File: config.mk
export PLATFORM = sky130hd
export DESIGN_NAME = commit_trace_buffer
export DESIGN_NICKNAME = d
export VERILOG_FILES = /design/src/rtl/commit_trace_buffer.sv
export SDC_FILE = /design/constraint.sdc
export NUM_CORES = 2
export LEC_CHECK = 0
export BUFFER_PORTS_ARGS = -buffer_cell sky130_fd_sc_hd__buf_4
export CELL_PAD_IN_SITES_DETAIL_PLACEMENT = 1
export CELL_PAD_IN_SITES_GLOBAL_PLACEMENT = 1
export CORE_MARGIN = 5
export CORE_UTILIZATION = 59
export CTS_CLUSTER_SIZE = 24
export DETAILED_ROUTE_END_ITERATION = 10
export GPL_TIMING_DRIVEN = 0
export HOLD_SLACK_MARGIN = 0.02
export PLACE_DENSITY_LB_ADDON = 0.08
export SKIP_CTS_REPAIR_TIMING = 1
export SLEW_MARGIN = 20
export SYNTH_ARGS = -nofsm -noshare
export SYNTH_HDL_FRONTEND = slang
export SYNTH_SLANG_ARGS = --single-unit
File: constraint.sdc
create_clock -name clk -period 27.2 [get_ports clk]
set_clock_uncertainty 0.2 [all_clocks]
set_input_delay 1.36 -clock clk [delete_from_list [all_inputs] [get_ports clk]]
set_output_delay 1.36 -clock clk [all_outputs]
set_load 0.005 [all_outputs]
File: src/rtl/commit_trace_buffer.sv
// commit_trace_buffer: circular trace of ROB-head commits, frozen a fixed
// number of commits after a mispredict, then drained oldest-first.
// Ports:
//   clk, rst        clock and synchronous active-high reset
//   commit_*        ROB head commit event (valid, pc, pc_next, order, inst,
//                   mispredict)
//   arm             starts a capture session when the buffer is idle
//   drain_*         valid/ready read port for frozen entries
//   count           number of valid entries held
//   state           00 idle, 01 armed, 10 post-trigger, 11 frozen
//   dropped         saturating count of entries overwritten this session
module commit_trace_buffer #(
  parameter int DEPTH     = 16,
  parameter int POST_TRIG = 4
) (
  input  logic                     clk,
  input  logic                     rst,
  input  logic                     commit_valid,
  input  logic [31:0]              commit_pc,
  input  logic [31:0]              commit_pc_next,
  input  logic [63:0]              commit_order,
  input  logic [31:0]              commit_inst,
  input  logic                     commit_mispredict,
  input  logic                     arm,
  output logic                     drain_valid,
  input  logic                     drain_ready,
  output logic [31:0]              drain_pc,
  output logic [31:0]              drain_pc_next,
  output logic [63:0]              drain_order,
  output logic [31:0]              drain_inst,
  output logic                     drain_mispredict,
  output logic [$clog2(DEPTH):0]   count,
  output logic [1:0]               state,
  output logic [15:0]              dropped
);

  localparam int PW = $clog2(DEPTH);
  localparam int CW = PW + 1;

  typedef enum logic [1:0] {
    IDLE   = 2'b00,
    ARMED  = 2'b01,
    POST   = 2'b10,
    FROZEN = 2'b11
  } state_t;

  typedef struct packed {
    logic [31:0] pc;
    logic [31:0] pc_next;
    logic [63:0] order;
    logic [31:0] inst;
    logic        mis;
  } ent_t;

  ent_t          mem [DEPTH];
  state_t        state_q, state_d;
  logic [PW-1:0] wr_q, rd_q;
  logic [CW-1:0] cnt_q;
  logic [CW-1:0] post_q;
  logic [15:0]   drop_q;
  logic          cap;
  logic          full;
  logic          pop;
  ent_t          head;

  assign cap  = commit_valid &&
                (state_q == ARMED || state_q == POST);
  assign full = (cnt_q == CW'(DEPTH));
  assign drain_valid = (state_q == FROZEN) && (cnt_q != '0);
  assign pop  = drain_valid && drain_ready;
  assign head = drain_valid ? mem[rd_q] : '0;

  assign drain_pc         = head.pc;
  assign drain_pc_next    = head.pc_next;
  assign drain_order      = head.order;
  assign drain_inst       = head.inst;
  assign drain_mispredict = head.mis;
  assign count            = cnt_q;
  assign state            = state_q;
  assign dropped          = drop_q;

  always_comb begin
    state_d = state_q;
    unique case (state_q)
      IDLE:
        if (arm) state_d = ARMED;
      ARMED:
        if (commit_valid && commit_mispredict)
          state_d = (POST_TRIG == 0) ? FROZEN : POST;
      POST:
        if (commit_valid && post_q == CW'(1))
          state_d = FROZEN;
      FROZEN:
        if (cnt_q == '0 || (pop && cnt_q == CW'(1)))
          state_d = IDLE;
      default: state_d = IDLE;
    endcase
  end

  always_ff @(posedge clk) begin
    if (rst) state_q <= IDLE;
    else     state_q <= state_d;
  end

  always_ff @(posedge clk) begin
    if (rst) begin
      wr_q   <= '0;
      rd_q   <= '0;
      cnt_q  <= '0;
      post_q <= '0;
      drop_q <= '0;
    end else if (state_q == IDLE && arm) begin
      wr_q   <= '0;
      rd_q   <= '0;
      cnt_q  <= '0;
      post_q <= '0;
      drop_q <= '0;
    end else if (cap) begin
      wr_q <= wr_q + PW'(1);
      // Full buffer: newest entry evicts the oldest.
      if (full) begin
        rd_q <= rd_q + PW'(1);
        if (drop_q != 16'hFFFF) drop_q <= drop_q + 16'd1;
      end else begin
        cnt_q <= cnt_q + CW'(1);
      end
      if (state_q == ARMED && commit_mispredict)
        post_q <= CW'(POST_TRIG);
      else if (state_q == POST)
        post_q <= post_q - CW'(1);
    end else if (pop) begin
      rd_q  <= rd_q + PW'(1);
      cnt_q <= cnt_q - CW'(1);
    end
  end

  always_ff @(posedge clk) begin
    if (cap) begin
      mem[wr_q] <= '{
        pc:      commit_pc,
        pc_next: commit_pc_next,
        order:   commit_order,
        inst:    commit_inst,
        mis:     commit_mispredict
      };
    end
  end

endmodule

== Word level (Yosys, flattened, before mapping) ==
Memories as Yosys holds them, arrays and structs flattened. A register that Yosys moved wholly into a read port is not among the register bits.
Index checks and enable logic that the tools add are counted.
W data, S select, Z words.
Storage, ports and cells
  register bits: 36
  memory bits (writable): 2576
  input bits: 166
  output and inout port bits: 185
  logic and storage cells: 65
  memories kept: 1
Operators by class
  add/sub/neg operators: 6
  equality and inequality tests: 13
  mux-type cells: 18
  reductions and logical operators: 21
Memory list
  mem: words 16, bits a word 161, read ports 1, clocked after memory_dff 1, wr ports 1, line 55  | ent_t mem [DEPTH];
Operator list (number)
  $mux W161: 1
  $mux W5: 5
  $mux W4: 5
  $add A16 B1 Y16 const B: 1
  $ne A16 B16 Y1 const B: 1
  $eq A5 B1 Y1 const B: 2
  $sub A5 B1 Y5 const B: 2
  $add A4 B1 Y4 const B: 2
  $logic_and A1 B1 Y1: 8
  $mux W2: 4
  $ne A2 B1 Y1 const B: 4
  $pmux W2 S4: 1
  $reduce_and A2 Y1: 3
  $add A5 B1 Y5 const B: 1
  $eq A5 B5 Y1 const B: 1
  $logic_not A5 Y1: 1
  $reduce_bool A5 Y1: 1
  $eq A2 B2 Y1 const B: 2
  $ne A2 B2 Y1 const B: 2
  $reduce_and A4 Y1: 1
  $reduce_bool A2 Y1: 2
  $reduce_and A3 Y1: 1
  $eq A2 B1 Y1 const B: 1
  $logic_not A2 Y1: 1
  other kinds (3): 5

== Logic depth before layout (Yosys ltp) ==
  depth in word-level cells: 7
  depth in mapped cells: 9
  mapped depth without buffers: 6

== Worst setup path before layout ==
OpenSTA, ideal clock, no wires.
  kind: in2reg
  from: in commit_valid
  to: mem mem[3][0] in the netlist's numbering, enable pin
  setup time: 0.878 ns
  arrival: 12.855 ns
  required time: 26.122 ns
  setup slack: 13.267 ns
  stages: 4
  path buffers: 1
  cells stage by stage: and2_1 > clkbuf_1 > nand2_1 > nor3_1
On the way
  word-level cells in the longest chain between the ends: 3
RTL lines
  start: declaration: line 18  | input logic commit_valid,
  $logic_and A1 B1 Y1: line 66  | assign cap = commit_valid &&
  $mux W1: line 138  | if (cap) begin
  $mux W1 (implied by the code): line 139  | mem[wr_q] <= '{
  end: declaration: line 55
No other way between the ends.

== Worst setup path after layout ==
  from: reg cnt_q[1] (netlist: count[1])
  to: out drain_pc_next[7]
On the way
  word-level cells in the longest chain between the ends: 3
RTL lines
  start: declaration: line 58  | logic [CW-1:0] cnt_q;
  start signal: assignment: line 125  | cnt_q <= cnt_q + CW'(1);
  start signal: assignment: line 133  | cnt_q <= cnt_q - CW'(1);
  $reduce_bool A5 Y1: line 69  | assign drain_valid = (state_q == FROZEN) && (cnt_q != '0);
  $logic_and A1 B1 Y1: line 69
  $mux W161: line 71  | assign head = drain_valid ? mem[rd_q] : '0;
  end: declaration: line 28  | output logic [31:0] drain_pc_next,
No other way between the ends.

==> flow_summary_export.csv <==
group,metric,value,unit
finish,fin_area,118000,um2
worst_setup_path,critPathRequiredTime,25.64,ns
die,start_util,59.4,%
finish,drive_above_1_share,32.7,%
yosys,syn-cell-area,99400,um2
die,die_x,420,um
hold_path,worstHoldPathType,"flop to flop",
global_route,grt_pass1_vias,54132,
drt,dr.pass1.iters,5,
timing,slew_headroom,19.2,%
timing,finalCritPeriodShare,23.9,%
worst_setup_path,path_class,"flop to primary output",
die,die_area,177000,um2
yosys,synth_seq_area_share,78.7,%
drt,ant_nets,0,
yosys,synth_ff_type,"edfxtp_1",
placed_design,gp_congestion,0.758,
cts,cts_tree,"yes",
yosys,avgSynthCellArea,23.6,um2
drt,drt_iter0_drc,6909,
die,num_rows,150,
cts,insertion_delay,0.89,ns
drt,viasPerCell,6.79,
worst_setup_path,endpoint_kind,"primary output",
global_route,overflow,0,
timing,period_minus_slack,6.51,ns
cts,root_buffer,"clkbuf_16",
timing,tightest_slew,1.21,ns
yosys,ys_ff_latch,2616,
finish,fin_nets,5275,
yosys,yosysUniqueCellTypes,48,
global_route,grt_max_degree,20,
cts,cts_sinks,2616,
die,fp.dieH,420,um
finish,final-seq-area,78200,um2
cts,cts_max_path_buffers,4,
power_and_ir_drop,p_leak,36.5,nW
yosys,syn_inst,4204,
timing,final-hold-violation-count,0,
cts,path_clk_slew,0.06,ns
drt,wire_per_inst,38.4,um
global_route,antenna_found_initial,45,
global_route,grt_pass1_wl,410000,um
cts,cts-buffers-inserted,280,
worst_setup_path,cp.arrival,4.95,ns
power_and_ir_drop,power,0.00857,W
cts,htreeDepth,5,
drt,num_vias,51067,
worst_setup_path,slowest_stage,"nand2_1",
timing,rsz0062_at_grt,"no",
finish,layout_common_cells,"2,576 x edfxtp_1, 644 x mux4_2, 441 x buf_4",
yosys,syn_nets,4387,
yosys,ys.warnings.count,0,
finish,final_common_cell,"edfxtp_1",
worst_setup_path,cpMostUsedCell,"buf_2",
worst_setup_path,crit_fanout,10,
drt,drt-total-wl,289000,um
finish,multi_input_area,20300,um2
yosys,async_reset_ff_share,0,%
finish,fillCellCount,12702,
global_route,groute.usage.overall,33.2,%
worst_setup_path,path_cells,"inv_1, ha_1, or4b_1, and2_1, nand2_1, buf_2, buf_2, o22ai_1, buf_4",
placed_design,place_area,109000,um2
finish,syn_to_final_growth,18.4,%
power_and_ir_drop,peakVddDrop,0.0000741,V
placed_design,dp_hpwl,182000,um
power_and_ir_drop,p_per_area,72.8,nW/um2
die,pin_count,351,
timing,max_freq,154,MHz
run,maxCapViolCount,0,
drt,drc,0,
placed_design,numPortBuffers,350,
yosys,post-synth-top-area-cell,"edfxtp_1",
yosys,yosys.area.top_type_share,77.9,%
timing,setup_violations,0,
die,core_region_area,167000,um2
yosys,synth_area_leaders,"edfxtp_1 78%, mux4_2 15%, mux2i_1 3.3%",
timing,slew_violations,0,
worst_setup_path,start_kind,"flop",
yosys,synth_edf_count,2576,
status,status,"complete, no violations",
worst_setup_path,cpPeakStageDelay,0.71,ns
-- final cells by class --
class                      count  area share (%)
clock inverter               115           0.844
inverter                      14          0.0447
multi-input combinational   1347            17.2
clock buffer                 360            6.37
buffer                       227           0.848
timing repair buffer         606            5.81
antenna                       33          0.0702
sequential                  2616            66.4
tap                         2204            2.34
-- through the flow --
| step | instances | utilization (%) | setup slack (ns) | TNS, ns | hold WS, ns |
|---|---|---|---|---|---|
| 2_1_floorplan | 4204 | - | 13.27 | 0 | 0.249 |
| 3_3_place_gp | 6758 | 62.6 | -2.59 | -1444.23 | 0.267 |
| 3_5_place_dp | 7014 | 65.2 | 21.61 | 0 | 0.316 |
| 4_1_cts | 7489 | 70.3 | 20.59 | 0 | 0.325 |
| 5_1_grt | 7513 | 70.3 | 20.65 | 0 | 0.356 |
| 6_report | 7522 | 70.4 | 20.69 | 0 | 0.330 |
-- per-layer routing --
metal / global-route usage (%) / wire length [um]
met3: 5.39 / 23700
met5: 0 / 42
met4: 15.2 / 14200
met2: 55.2 / 147000
met1: 44.0 / 104000
-- state kept, by name (all words and copies together), names as in the netlist, named ones only --
register,count
mem,2576
dropped,16
count,5
post_q,5
rd_q,4
wr_q,4
state,2
-- cells by family (layout without fill, tap and decap cells) --
kind of cell / after synthesis / in the layout / synth area share [%]
and+or+nand+nor: 128 / 128 / 0.704
buffers and inverters: 241 / 1322 / 1.03
other: 0 / 33 / 0
xor gates and xnor gates: 6 / 6 / 0.0529
AOI/OAI and AO/OA: 226 / 226 / 1.45
muxes: 970 / 970 / 17.9
DFF: 2616 / 2616 / 78.7
adders and majority gates: 17 / 17 / 0.214
-- final timing paths --
path / start / to / slack, ns / cells after the start
worst max-delay path: count[1]$_SDFFE_PP0P_ / drain_pc_next[7] / 20.69 / 9
worst min-delay path: dropped[9]$_SDFFE_PP0P_ / dropped[9]$_SDFFE_PP0P_ / 0.33 / 2
worst max register to register: state[0]$_SDFFE_PP0P_ / mem[1][94]$_DFFE_PP_ / 22.22 / 13
worst min register to register: dropped[9]$_SDFFE_PP0P_ / dropped[9]$_SDFFE_PP0P_ / 0.33 / 2
-- cell usage after synthesis, types with 7 or more instances --
master	count
edfxtp_1	2576
mux4_2	644
mux2i_1	325
o22ai_1	161
clkbuf_1	104
buf_2	92
dfxtp_1	40
buf_1	30
nor2_1	27
nand2_1	26
a21oi_1	24
ha_1	17
nor3_1	15
inv_1	14
or4_1	13
o21ai_0	11
nand2b_1	9
nand3_1	9
o31ai_1	8
nand4_1	7
-- power breakdown --
group,switching (W),internal (W),leakage [nW]
Clock,0.00151,0.00211,4.13
Sequential,0.0000266,0.00452,23.5
Combinational,0.000241,0.000155,8.87
Total,0.00178,0.00679,36.5
-- critical path, delay by kind of cell (launching register included) --
kind,cells,cell delay (ns)
and+or+nand+nor,3,1.47
adders and majority gates,1,0.28
buffers and inverters,4,1.55
DFF,1,0.37
AOI/OAI and AO/OA,1,0.36
Power figures use the tool's default switching activity.
